--- src/rtl/spi_pkg.sv ---
// Register map of the SoC SPI master and state encodings shared by the burst sequencer.
package spi_pkg;

    localparam logic [7:0] SPI_REG_PRESCALE = 8'h00;
    localparam logic [7:0] SPI_REG_CS       = 8'h04;
    localparam logic [7:0] SPI_REG_DATA     = 8'h08;
    localparam logic [7:0] SPI_REG_MODE     = 8'h0C;

    typedef enum logic [2:0] {
        StIdle,
        StCsOn,
        StNext,
        StTxWait,
        StXfer,
        StRd,
        StRxPush,
        StCsOff
    } burst_state_e;

    typedef enum logic [1:0] {
        ReqIdle,
        ReqActive,
        ReqGap
    } req_state_e;

endpackage

--- src/rtl/spi_burst_ctrl_if.sv ---
// Command/TX/RX streams, status flags and SPI-master register port of spi_burst_ctrl.
interface spi_burst_ctrl_if #(
    parameter int unsigned CS_LENGTH = 32,
    parameter int unsigned LEN_W     = 16
);
    logic                 cmd_valid;
    logic                 cmd_ready;
    logic [CS_LENGTH-1:0] cmd_cs;
    logic [LEN_W-1:0]     cmd_len;
    logic                 cmd_rx_en;
    logic [7:0]           tx_data;
    logic                 tx_valid;
    logic                 tx_ready;
    logic [7:0]           rx_data;
    logic                 rx_valid;
    logic                 rx_ready;
    logic                 busy;
    logic                 done;
    logic                 err;
    logic                 m_wr;
    logic                 m_rd;
    logic [7:0]           m_addr;
    logic [31:0]          m_wdat;
    logic [31:0]          m_rdat;
    logic                 m_done;

    // Sequencer side.
    modport slave (
        input  cmd_valid, cmd_cs, cmd_len, cmd_rx_en, tx_data, tx_valid, rx_ready,
               m_rdat, m_done,
        output cmd_ready, tx_ready, rx_data, rx_valid, busy, done, err,
               m_wr, m_rd, m_addr, m_wdat
    );

    // Firmware/DMA plus SPI master side.
    modport master (
        output cmd_valid, cmd_cs, cmd_len, cmd_rx_en, tx_data, tx_valid, rx_ready,
               m_rdat, m_done,
        input  cmd_ready, tx_ready, rx_data, rx_valid, busy, done, err,
               m_wr, m_rd, m_addr, m_wdat
    );
endinterface

--- src/rtl/spi_reg_req.sv ---
// Holds one SPI-master register request until m_done, then forces a one-cycle idle gap.
// With SPI_BURST_TIMEOUT_EN a watchdog drops a request after TIMEOUT_CYCLES without m_done.
module spi_reg_req
    import spi_pkg::*;
#(
    parameter int unsigned TIMEOUT_CYCLES = 65535
) (
    input  logic        clk,
    input  logic        resetn,
    input  logic        req,
    input  logic        req_wr,
    input  logic [7:0]  req_addr,
    input  logic [31:0] req_wdat,
    output logic        ack,
    output logic        timeout,
    output logic        m_wr,
    output logic        m_rd,
    output logic [7:0]  m_addr,
    output logic [31:0] m_wdat,
    input  logic        m_done
);

    req_state_e  state_q, state_d;
    logic        wr_q, wr_d, rd_q, rd_d;
    logic [7:0]  addr_q, addr_d;
    logic [31:0] wdat_q, wdat_d;
    logic        expired;

`ifdef SPI_BURST_TIMEOUT_EN
    localparam int unsigned CntW = $clog2(TIMEOUT_CYCLES + 1);
    logic [CntW-1:0] cnt_q;

    assign expired = (cnt_q == CntW'(TIMEOUT_CYCLES - 1));

    always_ff @(posedge clk or negedge resetn) begin
        if (!resetn) begin
            cnt_q <= '0;
        end else if (state_q == ReqActive && !m_done && !expired) begin
            cnt_q <= cnt_q + 1'b1;
        end else begin
            cnt_q <= '0;
        end
    end
`else
    logic unused_timeout_cycles;
    assign unused_timeout_cycles = ^TIMEOUT_CYCLES;
    assign expired = 1'b0;
`endif

    always_comb begin
        state_d = state_q;
        wr_d    = wr_q;
        rd_d    = rd_q;
        addr_d  = addr_q;
        wdat_d  = wdat_q;
        ack     = 1'b0;
        timeout = 1'b0;
        unique case (state_q)
            ReqIdle: begin
                if (req) begin
                    state_d = ReqActive;
                    wr_d    = req_wr;
                    rd_d    = !req_wr;
                    addr_d  = req_addr;
                    wdat_d  = req_wr ? req_wdat : 32'h0;
                end
            end
            ReqActive: begin
                if (m_done || expired) begin
                    ack     = m_done;
                    timeout = !m_done;
                    state_d = ReqGap;
                    wr_d    = 1'b0;
                    rd_d    = 1'b0;
                end
            end
            ReqGap:  state_d = ReqIdle;
            default: state_d = ReqIdle;
        endcase
    end

    always_ff @(posedge clk or negedge resetn) begin
        if (!resetn) begin
            state_q <= ReqIdle;
            wr_q    <= 1'b0;
            rd_q    <= 1'b0;
            addr_q  <= 8'h0;
            wdat_q  <= 32'h0;
        end else begin
            state_q <= state_d;
            wr_q    <= wr_d;
            rd_q    <= rd_d;
            addr_q  <= addr_d;
            wdat_q  <= wdat_d;
        end
    end

    assign m_wr   = wr_q;
    assign m_rd   = rd_q;
    assign m_addr = addr_q;
    assign m_wdat = wdat_q;

endmodule

--- src/rtl/spi_burst_ctrl.sv ---
// Sequences one SPI burst command into CS-assert, per-byte write/readback and CS-release
// register accesses. Define SPI_BURST_TIMEOUT_EN to enable the m_done watchdog and err flag.
module spi_burst_ctrl
    import spi_pkg::*;
#(
    parameter int unsigned CS_LENGTH      = 32,
    parameter int unsigned LEN_W          = 16,
    parameter int unsigned TIMEOUT_CYCLES = 65535
) (
    input logic             clk,
    input logic             resetn,
    spi_burst_ctrl_if.slave bus
);

    burst_state_e         state_q, state_d;
    logic [CS_LENGTH-1:0] cs_q, cs_d;
    logic [LEN_W-1:0]     rem_q, rem_d;
    logic                 rx_en_q, rx_en_d;
    logic [7:0]           tx_byte_q, tx_byte_d;
    logic [7:0]           rx_byte_q, rx_byte_d;
    logic                 done_q, done_d;
    logic                 req, req_wr, ack, timeout;
    logic [7:0]           req_addr;
    logic [31:0]          req_wdat;
    logic                 cmd_ready, tx_ready, rx_valid;
    logic [23:0]          unused_rdat;

    assign unused_rdat = bus.m_rdat[31:8];

    spi_reg_req #(
        .TIMEOUT_CYCLES(TIMEOUT_CYCLES)
    ) u_reg_req (
        .clk     (clk),
        .resetn  (resetn),
        .req     (req),
        .req_wr  (req_wr),
        .req_addr(req_addr),
        .req_wdat(req_wdat),
        .ack     (ack),
        .timeout (timeout),
        .m_wr    (bus.m_wr),
        .m_rd    (bus.m_rd),
        .m_addr  (bus.m_addr),
        .m_wdat  (bus.m_wdat),
        .m_done  (bus.m_done)
    );

    always_comb begin
        state_d   = state_q;
        cs_d      = cs_q;
        rem_d     = rem_q;
        rx_en_d   = rx_en_q;
        tx_byte_d = tx_byte_q;
        rx_byte_d = rx_byte_q;
        done_d    = 1'b0;
        req       = 1'b0;
        req_wr    = 1'b1;
        req_addr  = SPI_REG_CS;
        req_wdat  = 32'h0;
        cmd_ready = 1'b0;
        tx_ready  = 1'b0;
        rx_valid  = 1'b0;
        unique case (state_q)
            StIdle: begin
                cmd_ready = 1'b1;
                if (bus.cmd_valid) begin
                    cs_d    = bus.cmd_cs;
                    rem_d   = bus.cmd_len;
                    rx_en_d = bus.cmd_rx_en;
                    state_d = StCsOn;
                end
            end
            StCsOn: begin
                req      = 1'b1;
                req_wdat = 32'(~cs_q);
                if (ack) state_d = StNext;
                else if (timeout) state_d = StCsOff;
            end
            StNext: state_d = (rem_q == '0) ? StCsOff : StTxWait;
            StTxWait: begin
                tx_ready = 1'b1;
                if (bus.tx_valid) begin
                    tx_byte_d = bus.tx_data;
                    state_d   = StXfer;
                end
            end
            StXfer: begin
                req      = 1'b1;
                req_addr = SPI_REG_DATA;
                req_wdat = {24'h0, tx_byte_q};
                if (ack) begin
                    if (rx_en_q) begin
                        state_d = StRd;
                    end else begin
                        rem_d   = rem_q - 1'b1;
                        state_d = StNext;
                    end
                end else if (timeout) begin
                    state_d = StCsOff;
                end
            end
            StRd: begin
                req      = 1'b1;
                req_wr   = 1'b0;
                req_addr = SPI_REG_DATA;
                if (ack) begin
                    rx_byte_d = bus.m_rdat[7:0];
                    state_d   = StRxPush;
                end else if (timeout) begin
                    state_d = StCsOff;
                end
            end
            StRxPush: begin
                rx_valid = 1'b1;
                if (bus.rx_ready) begin
                    rem_d   = rem_q - 1'b1;
                    state_d = StNext;
                end
            end
            StCsOff: begin
                req      = 1'b1;
                req_wdat = 32'hFFFF_FFFF;
                // A second timeout here gives up and returns to idle anyway.
                if (ack || timeout) begin
                    done_d  = 1'b1;
                    state_d = StIdle;
                end
            end
            default: state_d = StIdle;
        endcase
    end

    always_ff @(posedge clk or negedge resetn) begin
        if (!resetn) begin
            state_q   <= StIdle;
            cs_q      <= '0;
            rem_q     <= '0;
            rx_en_q   <= 1'b0;
            tx_byte_q <= 8'h0;
            rx_byte_q <= 8'h0;
            done_q    <= 1'b0;
        end else begin
            state_q   <= state_d;
            cs_q      <= cs_d;
            rem_q     <= rem_d;
            rx_en_q   <= rx_en_d;
            tx_byte_q <= tx_byte_d;
            rx_byte_q <= rx_byte_d;
            done_q    <= done_d;
        end
    end

`ifdef SPI_BURST_TIMEOUT_EN
    logic err_q;

    always_ff @(posedge clk or negedge resetn) begin
        if (!resetn) begin
            err_q <= 1'b0;
        end else if (state_q == StIdle && bus.cmd_valid) begin
            err_q <= 1'b0;
        end else if (timeout) begin
            err_q <= 1'b1;
        end
    end

    assign bus.err = err_q;
`else
    assign bus.err = 1'b0;
`endif

    assign bus.cmd_ready = cmd_ready;
    assign bus.tx_ready  = tx_ready;
    assign bus.rx_valid  = rx_valid;
    assign bus.rx_data   = rx_byte_q;
    assign bus.busy      = (state_q != StIdle);
    assign bus.done      = done_q;

endmodule

--- src/flat_wrapper.sv ---
// flat-port wrapper written by rule: the top's interface ports become plain ports
module spi_burst_ctrl_flat import spi_pkg::*;
#(
    parameter int unsigned CS_LENGTH      = 32,
    parameter int unsigned LEN_W          = 16,
    parameter int unsigned TIMEOUT_CYCLES = 65535
)
  (clk, resetn, bus_cmd_valid, bus_cmd_cs, bus_cmd_len, bus_cmd_rx_en, bus_tx_data, bus_tx_valid, bus_rx_ready, bus_m_rdat, bus_m_done, bus_cmd_ready, bus_tx_ready, bus_rx_data, bus_rx_valid, bus_busy, bus_done, bus_err, bus_m_wr, bus_m_rd, bus_m_addr, bus_m_wdat);
  spi_burst_ctrl_if #(.CS_LENGTH(CS_LENGTH), .LEN_W(LEN_W)) bus_i ();
  input logic clk;
  input logic resetn;
  input wire logic [$bits(bus_i.cmd_valid)-1:0] bus_cmd_valid;
  input wire logic [$bits(bus_i.cmd_cs)-1:0] bus_cmd_cs;
  input wire logic [$bits(bus_i.cmd_len)-1:0] bus_cmd_len;
  input wire logic [$bits(bus_i.cmd_rx_en)-1:0] bus_cmd_rx_en;
  input wire logic [$bits(bus_i.tx_data)-1:0] bus_tx_data;
  input wire logic [$bits(bus_i.tx_valid)-1:0] bus_tx_valid;
  input wire logic [$bits(bus_i.rx_ready)-1:0] bus_rx_ready;
  input wire logic [$bits(bus_i.m_rdat)-1:0] bus_m_rdat;
  input wire logic [$bits(bus_i.m_done)-1:0] bus_m_done;
  output wire logic [$bits(bus_i.cmd_ready)-1:0] bus_cmd_ready;
  output wire logic [$bits(bus_i.tx_ready)-1:0] bus_tx_ready;
  output wire logic [$bits(bus_i.rx_data)-1:0] bus_rx_data;
  output wire logic [$bits(bus_i.rx_valid)-1:0] bus_rx_valid;
  output wire logic [$bits(bus_i.busy)-1:0] bus_busy;
  output wire logic [$bits(bus_i.done)-1:0] bus_done;
  output wire logic [$bits(bus_i.err)-1:0] bus_err;
  output wire logic [$bits(bus_i.m_wr)-1:0] bus_m_wr;
  output wire logic [$bits(bus_i.m_rd)-1:0] bus_m_rd;
  output wire logic [$bits(bus_i.m_addr)-1:0] bus_m_addr;
  output wire logic [$bits(bus_i.m_wdat)-1:0] bus_m_wdat;
  assign bus_i.cmd_valid = bus_cmd_valid;
  assign bus_i.cmd_cs = bus_cmd_cs;
  assign bus_i.cmd_len = bus_cmd_len;
  assign bus_i.cmd_rx_en = bus_cmd_rx_en;
  assign bus_i.tx_data = bus_tx_data;
  assign bus_i.tx_valid = bus_tx_valid;
  assign bus_i.rx_ready = bus_rx_ready;
  assign bus_i.m_rdat = bus_m_rdat;
  assign bus_i.m_done = bus_m_done;
  assign bus_cmd_ready = bus_i.cmd_ready;
  assign bus_tx_ready = bus_i.tx_ready;
  assign bus_rx_data = bus_i.rx_data;
  assign bus_rx_valid = bus_i.rx_valid;
  assign bus_busy = bus_i.busy;
  assign bus_done = bus_i.done;
  assign bus_err = bus_i.err;
  assign bus_m_wr = bus_i.m_wr;
  assign bus_m_rd = bus_i.m_rd;
  assign bus_m_addr = bus_i.m_addr;
  assign bus_m_wdat = bus_i.m_wdat;
  spi_burst_ctrl #(.CS_LENGTH(CS_LENGTH), .LEN_W(LEN_W), .TIMEOUT_CYCLES(TIMEOUT_CYCLES)) u_core (.clk(clk), .resetn(resetn), .bus(bus_i));
endmodule
--- config.mk ---
export PLATFORM = sky130hd
export DESIGN_NAME = spi_burst_ctrl_flat
export DESIGN_NICKNAME = d
export VERILOG_FILES = /design/src/rtl/spi_pkg.sv /design/src/rtl/spi_burst_ctrl_if.sv /design/src/rtl/spi_reg_req.sv /design/src/rtl/spi_burst_ctrl.sv /design/src/flat_wrapper.sv
export SDC_FILE = /design/constraint.sdc
export NUM_CORES = 1
export LEC_CHECK = 0
export BUFFER_PORTS_ARGS = -buffer_cell sky130_fd_sc_hd__buf_2
export CELL_PAD_IN_SITES_DETAIL_PLACEMENT = 2
export CELL_PAD_IN_SITES_GLOBAL_PLACEMENT = 2
export CORE_MARGIN = 3
export CORE_UTILIZATION = 32
export CTS_CLUSTER_SIZE = 20
export DETAILED_ROUTE_END_ITERATION = 16
export HOLD_SLACK_MARGIN = 0.08
export PLACE_DENSITY = 0.77
export REMOVE_ABC_BUFFERS = 1
export SYNTH_ARGS = -nofsm -noshare
export SYNTH_HDL_FRONTEND = slang
export SYNTH_SLANG_ARGS = --single-unit
--- constraint.sdc ---
create_clock -name clk -period 2.2 [get_ports clk]
set_clock_uncertainty 0.1 [all_clocks]
set_input_delay 0.11 -clock clk [delete_from_list [all_inputs] [get_ports clk]]
set_output_delay 0.11 -clock clk [all_outputs]
set_load 0.05 [all_outputs]
==> impl_metrics.prom <==
# TYPE chip_impl_metric gauge
chip_impl_info{name="outcome",value="finished, final reports clean"} 1
chip_impl_metric{name="timing.hold.ws",unit="ns"} 0.0989
chip_impl_metric{name="maximum_number_of_pins_on_one_net_before_global_route_repair",unit=""} 38
chip_impl_info{name="end_kind",value="flip-flop"} 1
chip_impl_metric{name="grt.total_usage",unit=""} 0.205
chip_impl_metric{name="wire_length_of_the_first_global_routing_pass",unit="um"} 28100
chip_impl_info{name="clk_root_buffer_cell",value="clkbuf_16"} 1
chip_impl_metric{name="fmax",unit="MHz"} 490
chip_impl_metric{name="synth_edf_count",unit=""} 0
chip_impl_metric{name="post_drt_wl_per_cell",unit="um"} 20.5
chip_impl_metric{name="ctsHtreeMaxLevel",unit=""} 3
chip_impl_metric{name="synth_seq_cells",unit=""} 107
chip_impl_metric{name="final_layout_size_suffix_gt1_frac",unit=""} 0.358
chip_impl_info{name="worst_hold_startpoint",value="bus_tx_valid"} 1
chip_impl_metric{name="route.detailed.vias_per_inst",unit=""} 5.17
chip_impl_info{name="yosys.area.top_type",value="dfrtp_1"} 1
chip_impl_info{name="path_cells",value="inv_1 > ha_1 > nor3b_4 > buf_4 > nand4_1 > a211oi_2 > a2bb2oi_1"} 1
chip_impl_metric{name="via_count_of_the_first_global_routing_pass",unit=""} 4997
chip_impl_metric{name="via_count",unit=""} 4345
chip_impl_info{name="startpoint_type",value="flip-flop"} 1
chip_impl_metric{name="drt_pre_antenna_iters",unit=""} 4
chip_impl_metric{name="regToRegSetupSlack",unit="ns"} 0.16
chip_impl_metric{name="syn2layout_area_growth",unit="%"} 37.2
chip_impl_metric{name="layout_setup_ws",unit="ns"} 0.157
chip_impl_metric{name="totalPowerFinal",unit="mW"} 11.5
chip_impl_metric{name="total_congestion_overflow_after_global_routing",unit=""} 0
chip_impl_metric{name="aggregate_routed_wire_length",unit="um"} 17200
chip_impl_info{name="tritoncts",value="done"} 1
chip_impl_metric{name="nNetsFinal",unit=""} 720
chip_impl_metric{name="start_util",unit=""} 0.328
chip_impl_info{name="beginning_of_the_worst_register_to_register_path",value="u_core.rem_q[0]"} 1
chip_impl_info{name="r2r_end",value="u_core.rem_q[12]"} 1
chip_impl_metric{name="dieWidth",unit="um"} 131
chip_impl_metric{name="port-buffer-count",unit=""} 119
chip_impl_metric{name="netlist_instances",unit=""} 433
chip_impl_metric{name="worst_ir_drop_on_vdd",unit="mV"} 0.736
chip_impl_metric{name="finalHoldViolCount",unit=""} 0
chip_impl_metric{name="synth-warning-count",unit=""} 0
chip_impl_metric{name="clock_latency",unit="ns"} 0.37
chip_impl_metric{name="postRouteAntennaNets",unit=""} 0
chip_impl_info{name="unrepaired_setup_endpoints_after_global_routing",value="no"} 1
chip_impl_metric{name="die_h",unit="um"} 131
chip_impl_metric{name="max_buffers_root_to_sink",unit=""} 2
chip_impl_metric{name="final_period_minus_worst_setup_slack",unit="ns"} 2.04
chip_impl_metric{name="synth.cell_area",unit="um2"} 5010
chip_impl_metric{name="timing.reg2reg.worst_path_depth",unit=""} 7
chip_impl_metric{name="cts_num_sinks",unit=""} 107
chip_impl_metric{name="worst_slew_margin_rel",unit=""} 0.545
chip_impl_metric{name="holdPathStages",unit=""} 4
chip_impl_metric{name="grt_antenna_before_repair",unit=""} 1
chip_impl_metric{name="netlist.area_leader.share",unit=""} 0.534
chip_impl_info{name="timing.setup.critical_path_class",value="reg2reg"} 1
chip_impl_metric{name="period_share",unit=""} 0.928
chip_impl_info{name="synthTopCellsByCount",value="107 x dfrtp_1, 49 x mux2_2, 38 x a21oi_1, 24 x o22a_1, 16 x nor2_1"} 1
chip_impl_info{name="worstHoldPathType",value="in2reg"} 1
chip_impl_info{name="synth-main-ff-cell",value="dfrtp_1"} 1
chip_impl_metric{name="floorplan.rows",unit=""} 45
chip_impl_metric{name="p_per_area",unit="nW/um2"} 1670
chip_impl_info{name="synthTopCellsByArea",value="dfrtp_1 53%, mux2_2 11%, o22a_1 4.2%, a21oi_1 3.8%, a2bb2oi_1 2.1%"} 1
chip_impl_info{name="timing.hold.worst_endpoint",value="u_core.state_q[1]"} 1
chip_impl_metric{name="detail_route.iter0.violations",unit=""} 181
chip_impl_metric{name="clk_pin_slew_worst_paths",unit="ns"} 0.08
chip_impl_metric{name="cap_viol_max_count",unit=""} 0
chip_impl_metric{name="core-area",unit="um2"} 15300
chip_impl_metric{name="cts_setup_buffers",unit=""} 0
chip_impl_metric{name="timing.critical_path.fanout_max",unit=""} 7
chip_impl_metric{name="globalplace.congestion",unit=""} 0.776
chip_impl_metric{name="total_leakage_power",unit="nW"} 3.01
chip_impl_metric{name="io_pins",unit=""} 151
chip_impl_metric{name="numCtsBuffers",unit=""} 9
chip_impl_metric{name="timing.setup.tns",unit="ns"} 0
chip_impl_metric{name="hpwl",unit="um"} 10900
chip_impl_metric{name="timing.critical_path.buf_inv",unit=""} 2
chip_impl_metric{name="slew_violations",unit=""} 0
chip_impl_metric{name="final_util",unit=""} 0.451
chip_impl_metric{name="fp.dieArea",unit="um2"} 17200
chip_impl_metric{name="synth.yosys.seq_area_share",unit=""} 0.534
chip_impl_metric{name="critical_path_arrival",unit="ns"} 2.22
chip_impl_info{name="worst_path_dominant_cell_family",value="compound AO/OA/AOI/OAI gates"} 1
chip_impl_metric{name="synth-async-reset-ratio",unit=""} 1.00
chip_impl_metric{name="critical-path-max-stage-delay",unit="ns"} 0.44
chip_impl_metric{name="worst_slew_pin_slew",unit="ns"} 0.679
chip_impl_metric{name="syn_avg_cell_area",unit="um2"} 11.6
chip_impl_metric{name="route.detailed.drc",unit=""} 0
chip_impl_metric{name="n_fill_cell",unit=""} 1584
chip_impl_metric{name="detailedPlace.worstSlack",unit="ns"} 0.142
chip_impl_metric{name="crit_required",unit="ns"} 2.38
chip_impl_metric{name="count_of_final_setup_violators",unit=""} 0
chip_impl_info{name="crit_path_top_delay_cell",value="dfrtp_1"} 1
chip_impl_metric{name="synthDistinctLibCells",unit=""} 55
chip_impl_info{name="yosysMostFrequentCell",value="dfrtp_1"} 1
## layout by cell type (no fill, tap or decap), types with 12 or more instances in the layout
master / netlist / routed
nand2_1: 12 / 12
a2bb2oi_1: 12 / 12
dfrtp_1: 107 / 106
buf_2: 15 / 118
mux2_2: 49 / 49
dlygate4sd3_1: 0 / 67
buf_4: 12 / 27
a21oi_1: 38 / 38
o22a_1: 24 / 24
nor2_1: 16 / 15
## worst max path at each step
stage	from	end	slack [ns]	depth (start not counted)
floorplan	u_core.state_q[0]	u_core.cs_q[0]	-1.63	3
global placement	u_core.state_q[2]	u_core.tx_byte_q[1]	0.28	5
detailed placement	u_core.rem_q[0]	u_core.rem_q[12]	0.14	7
CTS	u_core.rem_q[0]	u_core.rem_q[12]	0.09	7
global route	u_core.rem_q[1]	u_core.rem_q[12]	0.01	7
finish	u_core.rem_q[0]	u_core.rem_q[12]	0.16	7
## timing repair
item                       4_1_cts  5_1_grt
hold endpoints to repair       173        0
setup endpoints to repair        0        1
resized for setup                0        1
hold buffers                    67        0
## worst reg2reg max path, cell delays in order, from the launching register on
cell	delay, ns
dfrtp_1	0.44
inv_1	0.12
ha_1	0.22
nor3b_4	0.28
buf_4	0.21
nand4_1	0.13
a211oi_2	0.29
a2bb2oi_1	0.19
## power breakdown
part           leakage, nW  switching (mW)  internal, mW
logic                 1.61            3.89          2.21
registers             1.27           0.786          2.98
clock network        0.133           0.821         0.811
total                 3.01            5.50          6.00
## layer usage
layer	share of wire	GRT usage	vias to the layer above
met4	0.012	0.0543	2
met2	0.53	0.369	85
met5	0.00076	0	-
met3	0.042	0.0456	14
li1	-	-	1984
met1	0.42	0.248	2260
## metrics by stage
stage	instance area [um2]	instances
floorplan	4810	398
global placement	5910	756
detailed placement	5910	756
CTS	6870	839
global route	6870	839
finish	6870	840
## kinds of logic after synthesis
family / share of synthesized area
and+or+nand+nor: 0.0912
DFF: 0.534
other: 0.000749
AOI/OAI and AO/OA: 0.201
muxes: 0.114
adders and majority gates: 0.00499
buffers and inverters: 0.0532
## flip-flops by register name, indices dropped and copies added (netlist names), 2 cells and up
register,flops
u_core.u_reg_req.m_addr,2
u_core.cs_q,32
u_core.u_reg_req.state_q,2
u_core.u_reg_req.m_wdat,32
u_core.rem_q,16
u_core.tx_byte_q,8
u_core.state_q,3
u_core.bus.rx_data,8
## layout make-up
class,instances,area [um2],share of cell area
flip-flops and latches,107,2680,0.390
repair buffers,214,1500,0.219
multi-input cells,280,2100,0.305
clock inverters,6,47.5,0.00692
inverters,11,41.3,0.00601
clock buffers,10,239,0.0348
diodes,1,2.50,0.000364
well taps,211,264,0.0384
No activity file was read; power rests on OpenSTA's default activity.
